===== config.mk =====
export PLATFORM = sky130hd
export DESIGN_NAME = inst_fetch
export DESIGN_NICKNAME = d
export VERILOG_FILES = /design/src/rtl/inst_fetch.sv
export SDC_FILE = /design/constraint.sdc
export NUM_CORES = 1
export LEC_CHECK = 0
export CAP_MARGIN = 10
export CORE_AREA = 2 2 147 149
export CTS_CLUSTER_SIZE = 12
export DETAILED_ROUTE_END_ITERATION = 10
export DIE_AREA = 0 0 149 151
export PLACE_DENSITY_LB_ADDON = 0.08
export SLEW_MARGIN = 10
export SYNTH_ARGS = -nofsm -noshare
export SYNTH_HDL_FRONTEND = slang
export SYNTH_SLANG_ARGS = --single-unit

===== constraint.sdc =====
create_clock -name clk -period 4.4 [get_ports clk]
set_input_delay 0.88 -clock clk [delete_from_list [all_inputs] [get_ports clk]]
set_output_delay 0.88 -clock clk [all_outputs]
set_load 0.005 [all_outputs]

===== src/rtl/inst_fetch.sv =====
// Instruction fetch: word-addressed PC, single-outstanding imem requests and a
// small in-order buffer toward the Decoder. Optional halt-on-opcode: INST_FETCH_HALT_EN.
module inst_fetch #(
    parameter int                ADDR_W      = 16,
    parameter logic [ADDR_W-1:0] RESET_PC    = 16'h0000,
    parameter int                BUF_DEPTH   = 2,
    parameter logic [2:0]        HALT_OPCODE = 3'b111
) (
    input  logic              clk,
    input  logic              rst_n,
    input  logic              fetch_en,
    input  logic              redirect_valid,
    input  logic [ADDR_W-1:0] redirect_pc,
    output logic              imem_req_valid,
    input  logic              imem_req_ready,
    output logic [ADDR_W-1:0] imem_req_addr,
    input  logic              imem_rsp_valid,
    input  logic [31:0]       imem_rsp_data,
    output logic              inst_valid,
    input  logic              inst_ready,
    output logic [31:0]       inst,
    output logic [ADDR_W-1:0] inst_pc,
    output logic              halted
);

    localparam int PTR_W = $clog2(BUF_DEPTH);
    localparam int CNT_W = PTR_W + 1;
    localparam logic [CNT_W-1:0] DEPTH = CNT_W'(BUF_DEPTH);

    typedef enum logic [1:0] {S_IDLE, S_REQ, S_WAIT} state_t;

    state_t            state, state_next;
    logic [ADDR_W-1:0] pc, pc_next, req_pc;
    logic              discard, discard_next;

    logic [31:0]       buf_data [BUF_DEPTH];
    logic [ADDR_W-1:0] buf_pc   [BUF_DEPTH];
    logic [PTR_W-1:0]  rd_ptr, wr_ptr;
    logic [CNT_W-1:0]  count, count_next;

    logic req_fire, push, pop, halt_hit, can_fetch, credit_ok;

    assign req_fire = (state == S_REQ) && imem_req_ready;
    // WAIT is the only state with a request in flight; stray responses elsewhere are ignored.
    assign push     = (state == S_WAIT) && imem_rsp_valid && !discard && !redirect_valid;
    assign pop      = inst_valid && inst_ready;

    always_comb begin
        count_next = count;
        if (push && !pop)
            count_next = count + 1'b1;
        else if (pop && !push)
            count_next = count - 1'b1;
    end

`ifdef INST_FETCH_HALT_EN
    logic halted_q;

    assign halt_hit = push && (imem_rsp_data[31:29] == HALT_OPCODE);

    always_ff @(posedge clk or negedge rst_n) begin
        if (!rst_n)
            halted_q <= 1'b0;
        else if (redirect_valid)
            halted_q <= 1'b0;
        else if (halt_hit)
            halted_q <= 1'b1;
    end

    assign halted = halted_q;
`else
    logic unused_halt_opcode;

    assign unused_halt_opcode = ^HALT_OPCODE;
    assign halt_hit           = 1'b0;
    assign halted             = 1'b0;
`endif

    // Credit is judged on post-edge occupancy, with nothing outstanding after the transition.
    assign credit_ok = count_next < DEPTH;
    assign can_fetch = fetch_en && !halted && !halt_hit;

    always_comb begin
        // NOTE: every variable gets a default before the case so no path infers a latch.
        state_next   = state;
        pc_next      = pc;
        discard_next = discard;
        case (state)
            S_IDLE: if (can_fetch && credit_ok) state_next = S_REQ;
            S_REQ: begin
                if (imem_req_ready) begin
                    pc_next    = pc + 1'b1;
                    state_next = S_WAIT;
                end
            end
            S_WAIT: begin
                if (imem_rsp_valid) begin
                    discard_next = 1'b0;
                    state_next   = (can_fetch && credit_ok) ? S_REQ : S_IDLE;
                end
            end
            default: state_next = S_IDLE;
        endcase

        if (redirect_valid) begin
            pc_next = redirect_pc;
            if (req_fire || (state == S_WAIT && !imem_rsp_valid)) begin
                discard_next = 1'b1;
                state_next   = S_WAIT;
            end else begin
                discard_next = 1'b0;
                state_next   = S_IDLE;
            end
        end
    end

    always_ff @(posedge clk or negedge rst_n) begin
        if (!rst_n) begin
            state   <= S_IDLE;
            pc      <= RESET_PC;
            req_pc  <= RESET_PC;
            discard <= 1'b0;
        end else begin
            // NOTE: non-blocking so every register samples pre-edge values regardless of order.
            state   <= state_next;
            pc      <= pc_next;
            discard <= discard_next;
            if (req_fire)
                req_pc <= pc;
        end
    end

    always_ff @(posedge clk or negedge rst_n) begin
        if (!rst_n) begin
            rd_ptr <= '0;
            wr_ptr <= '0;
            count  <= '0;
            // NOTE: buffer storage is reset so inst/inst_pc read as zero straight out of reset.
            for (int i = 0; i < BUF_DEPTH; i++) begin
                buf_data[i] <= '0;
                buf_pc[i]   <= '0;
            end
        end else if (redirect_valid) begin
            rd_ptr <= '0;
            wr_ptr <= '0;
            count  <= '0;
        end else begin
            if (push) begin
                buf_data[wr_ptr] <= imem_rsp_data;
                buf_pc[wr_ptr]   <= req_pc;
                wr_ptr           <= wr_ptr + 1'b1;
            end
            if (pop)
                rd_ptr <= rd_ptr + 1'b1;
            count <= count_next;
        end
    end

    assign imem_req_valid = (state == S_REQ);
    assign imem_req_addr  = pc;
    assign inst_valid     = (count != '0);
    assign inst           = buf_data[rd_ptr];
    assign inst_pc        = buf_pc[rd_ptr];

endmodule


==> impl_table.tex <==
\begin{tabular}{lr}
\hline
Metric & Value \\
\hline
\multicolumn{2}{l}{\textbf{Layout}} \\
Ratio of cells with drive above 1 in the final layout & 0.328 \\
Final non-filler cell area & a little over 8000 um2 \\
Filler cell count & just over 2,000 \\
Sequential cell area in the final layout & approximately 3400 um2 \\
Number of antenna cells inserted & 0 \\
Area added between synthesis and finish & 35.5\% \\
Area of combinational cells with multiple inputs & between 2000 and 3000 um2 \\
Final net count & 644 \\
\multicolumn{2}{l}{\textbf{Clock network}} \\
CTS Buffer Depth & 2 \\
CTS H-tree lvls & 4 \\
Post-cts resize count & 0 \\
Cell chosen for the clock root & sky130\_fd\_sc\_hd\_\_clkbuf\_16 \\
Clock latency on the worst-skew pair & about 420 ps \\
Number of clock buffers inserted by TritonCTS & 17 \\
Post-CTS setup-driven buffer insertion count & 0 \\
Clock sink total & about 140 \\
Clock input transition at the sequential cells of the worst setup and hold paths & 60 ps \\
Number of buffers inserted for hold repair after clock tree synthesis & 0 \\
CTS tree & built \\
\multicolumn{2}{l}{\textbf{Die}} \\
Starting density of the core & 0.288 \\
Number of top-level design ports & approximately 120 \\
Die area & around 22,000 um2 \\
Die width & 149 um \\
Std-Cell Rows & 53 \\
Placeable core area & 20,800 um2 \\
Die Y & 151 um \\
\multicolumn{2}{l}{\textbf{Route}} \\
First-iteration detailed-routing DRC count & around 130 \\
Length of the first detailed-routing pass in iterations & 4 \\
Number of nets still failing antenna checks after routing & 0 \\
Vias & between 4,000 and 5,000 \\
Per-cell routed wire length & roughly 17 um \\
Residual DRC count & 0 \\
Via count normalized by instance count & between 4 and 5 \\
Total routed wirelength & 14,600 um \\
\multicolumn{2}{l}{\textbf{Global routing}} \\
Via count of the first global-routing pass & about 4,500 \\
Antenna violations before repair & 0 \\
First-pass GRT wire length & 24,000 um \\
Pin count of the biggest net entering global routing & 75 \\
Overflow left after global routing & 0 \\
Total global-route track usage & 0.140 \\
\multicolumn{2}{l}{\textbf{Synth}} \\
Main area contributors after synthesis & sky130\_fd\_sc\_hd\_\_dfrtp\_1, sky130\_fd\_sc\_hd\_\_mux2\_2, sky130\_fd\_sc\_hd\_\_nand2\_1, sky130\_fd\_sc\_hd\_\_o21ai\_0, sky130\_fd\_sc\_hd\_\_xor2\_1 \\
Synthesized Nets & roughly 520 \\
Top post-synthesis cells by count & sky130\_fd\_sc\_hd\_\_mux2\_2, sky130\_fd\_sc\_hd\_\_dfrtp\_1, sky130\_fd\_sc\_hd\_\_nand2\_1 \\
Most frequently used cell type in the post-synthesis netlist & sky130\_fd\_sc\_hd\_\_mux2\_2 \\
Synth unique cells & 43 \\
Synthesized flop and latch total & 135 \\
Primary FF master, synth & sky130\_fd\_sc\_hd\_\_dfrtp\_1 \\
Async SR Flop Fraction & 1.00 \\
Portion of the post-synthesis area used by sequential elements & 0.562 \\
Area leader, netlist & sky130\_fd\_sc\_hd\_\_dfrtp\_1 \\
Number of warnings issued by yosys & 0 \\
Number of enable flip-flop cells after synthesis & 0 \\
Area of the mapped netlist & about 6000 um2 \\
Top-area cell type share of the netlist area & 0.563 \\
Average footprint of a synthesized cell & 12.9 um2 \\
Post-synthesis cell count & 465 \\
\multicolumn{2}{l}{\textbf{Critical path}} \\
Critical path arrival & between 2000 and 2500 ps \\
Cell breakdown of the critical path & buf\_4 > mux2\_2 > clkdlybuf4s50\_1 \\
Slowest library cell on the worst path & sky130\_fd\_sc\_hd\_\_dfrtp\_2 \\
Nature of the critical path startpoint & register \\
Bufs and invs on worst path & 2 \\
Kind of critical path & reg -> out \\
WP data required & 3520 ps \\
Critical path's top delay family & buffers and inverters \\
Biggest cell delay along the critical path & approximately 650 ps \\
Biggest fanout along the worst timing path & 21 \\
Kind of end point of the critical path & output pin \\
\multicolumn{2}{l}{\textbf{STA}} \\
Setup violation total in the final timing report & 0 \\
Endpoints failing hold & 0 \\
Tightest slew margin relative to the limit & 0.501 \\
Final-layout setup total negative slack & 0 ps \\
Total count of max-transition violations in the final report & 0 \\
Fmax & around 310 MHz \\
Post-layout minimum cycle time & 3200 ps \\
Worst Tran Pin Value & 748 ps \\
Share of the clock period used by the worst path & 0.726 \\
Clock Skews & 11.0 ps \\
Setup repair after global routing missed its margin & false \\
\multicolumn{2}{l}{\textbf{Run status}} \\
Result of the run & complete, no violations \\
\multicolumn{2}{l}{\textbf{Worst hold path}} \\
Hold crit path type & in -> async \\
\multicolumn{2}{l}{\textbf{Power and ir drop}} \\
Pwr/cell area & roughly 600 nW/um2 \\
Largest vdd supply drop & 0.000256 V \\
Leak pwr & around 3.7 nW \\
\multicolumn{2}{l}{\textbf{Place}} \\
Port-buffer cells & 120 \\
Placed Instance Area & roughly 7500 um2 \\
Routability-driven placement congestion ratio & between 0.7 and 0.8 \\
HPWL after detailed placement & about 9600 um \\
\multicolumn{2}{l}{\textbf{Job}} \\
Max-capacitance violation count & 0 \\
\hline
\end{tabular}
## flip-flops by register name, summed over array words and instances (netlist names)
| register | count |
|---|---|
| wr_ptr | 1 |
| rd_ptr | 1 |
| state | 2 |
| imem_req_addr | 16 |
| buf_pc | 32 |
| buf_data | 64 |
| count | 2 |
| req_pc | 16 |
| discard | 1 |
## kinds of logic (layout without fill, tap and decap cells)
kind of cell,after synthesis,after routing,share of synthesized area
muxes,145,145,0.272
DFF,135,135,0.562
adders and majority gates,2,2,0.00417
buffers and inverters,32,167,0.0225
other,1,1,0.000624
and+or+nand+nor,104,104,0.0869
xor gates and xnor gates,13,13,0.0190
AOI/OAI and AO/OA,33,33,0.0327
## through the flow
step	hold WS [ps]	total power, mW	util	worst slack (ps)	std cells
floorplan	458	2.57	-	2080	465
global placement	481	3.38	0.361	1180	843
detailed placement	487	3.42	0.361	1170	843
CTS	500	4.93	0.391	1110	875
global route	508	5.15	0.391	1060	875
finish	471	4.83	0.391	1200	875
## power by group
| group | internal [mW] | switching (mW) |
|---|---|---|
| registers | 1.59 | 0.238 |
| clock network | 0.934 | 0.536 |
| logic | 0.996 | 0.530 |
## area by class of cell
class,count,area share
multi-input combinational,298,0.308
sequential,135,0.415
clock inverter,12,0.0185
tap,275,0.0423
clock buffer,20,0.0574
timing repair buffer,128,0.155
inverter,7,0.00323
## metal layers
layer,up-vias,part of all wire,global-route usage
met5,-,0,0
met4,0,0.012,0.0510
met3,16,0.037,0.0364
met2,70,0.51,0.237
met1,2067,0.44,0.172
li1,1883,-,-
## layout by cell type, fill, tap and decap left out, types with 2 or more instances in the layout
cell type	count
sky130_fd_sc_hd__a211oi_1	2
sky130_fd_sc_hd__a31oi_1	7
sky130_fd_sc_hd__buf_4	8
sky130_fd_sc_hd__bufinv_16	3
sky130_fd_sc_hd__clkbuf_16	17
sky130_fd_sc_hd__clkbuf_8	3
sky130_fd_sc_hd__clkdlybuf4s50_1	119
sky130_fd_sc_hd__clkinv_2	4
sky130_fd_sc_hd__clkinv_4	2
sky130_fd_sc_hd__clkinvlp_4	3
sky130_fd_sc_hd__dfrtp_1	134
sky130_fd_sc_hd__ha_1	2
sky130_fd_sc_hd__inv_1	7
sky130_fd_sc_hd__mux2_2	144
sky130_fd_sc_hd__nand2_1	60
sky130_fd_sc_hd__nand3_1	5
sky130_fd_sc_hd__nand4_1	2
sky130_fd_sc_hd__nand4_2	2
sky130_fd_sc_hd__nor2_1	11
sky130_fd_sc_hd__nor2b_1	3
sky130_fd_sc_hd__o21ai_0	17
sky130_fd_sc_hd__o31ai_1	3
sky130_fd_sc_hd__or3_1	2
sky130_fd_sc_hd__or3_2	2
sky130_fd_sc_hd__or4_1	2
sky130_fd_sc_hd__xnor2_1	6
sky130_fd_sc_hd__xor2_1	7
## worst paths after layout
check,to,start,cells past startpoint,slack [ps]
hold / removal,imem_req_addr[2]$_DFFE_PN0P_,rst_n,1,470
min in group clk,buf_pc[25]$_DFFE_PN0P_,buf_pc[25]$_DFFE_PN0P_,1,500
setup / recovery,inst[23],rd_ptr$_DFFE_PN0P_,3,1200
hold reg to reg,buf_pc[25]$_DFFE_PN0P_,buf_pc[25]$_DFFE_PN0P_,1,500
max in group asynchronous,buf_data[49]$_DFFE_PN0P_,rst_n,2,2960
setup reg to reg,state[0]$_DFFE_PN0P_,count[1]$_DFF_PN0_,6,2310
Power figures use the tool's default switching activity.
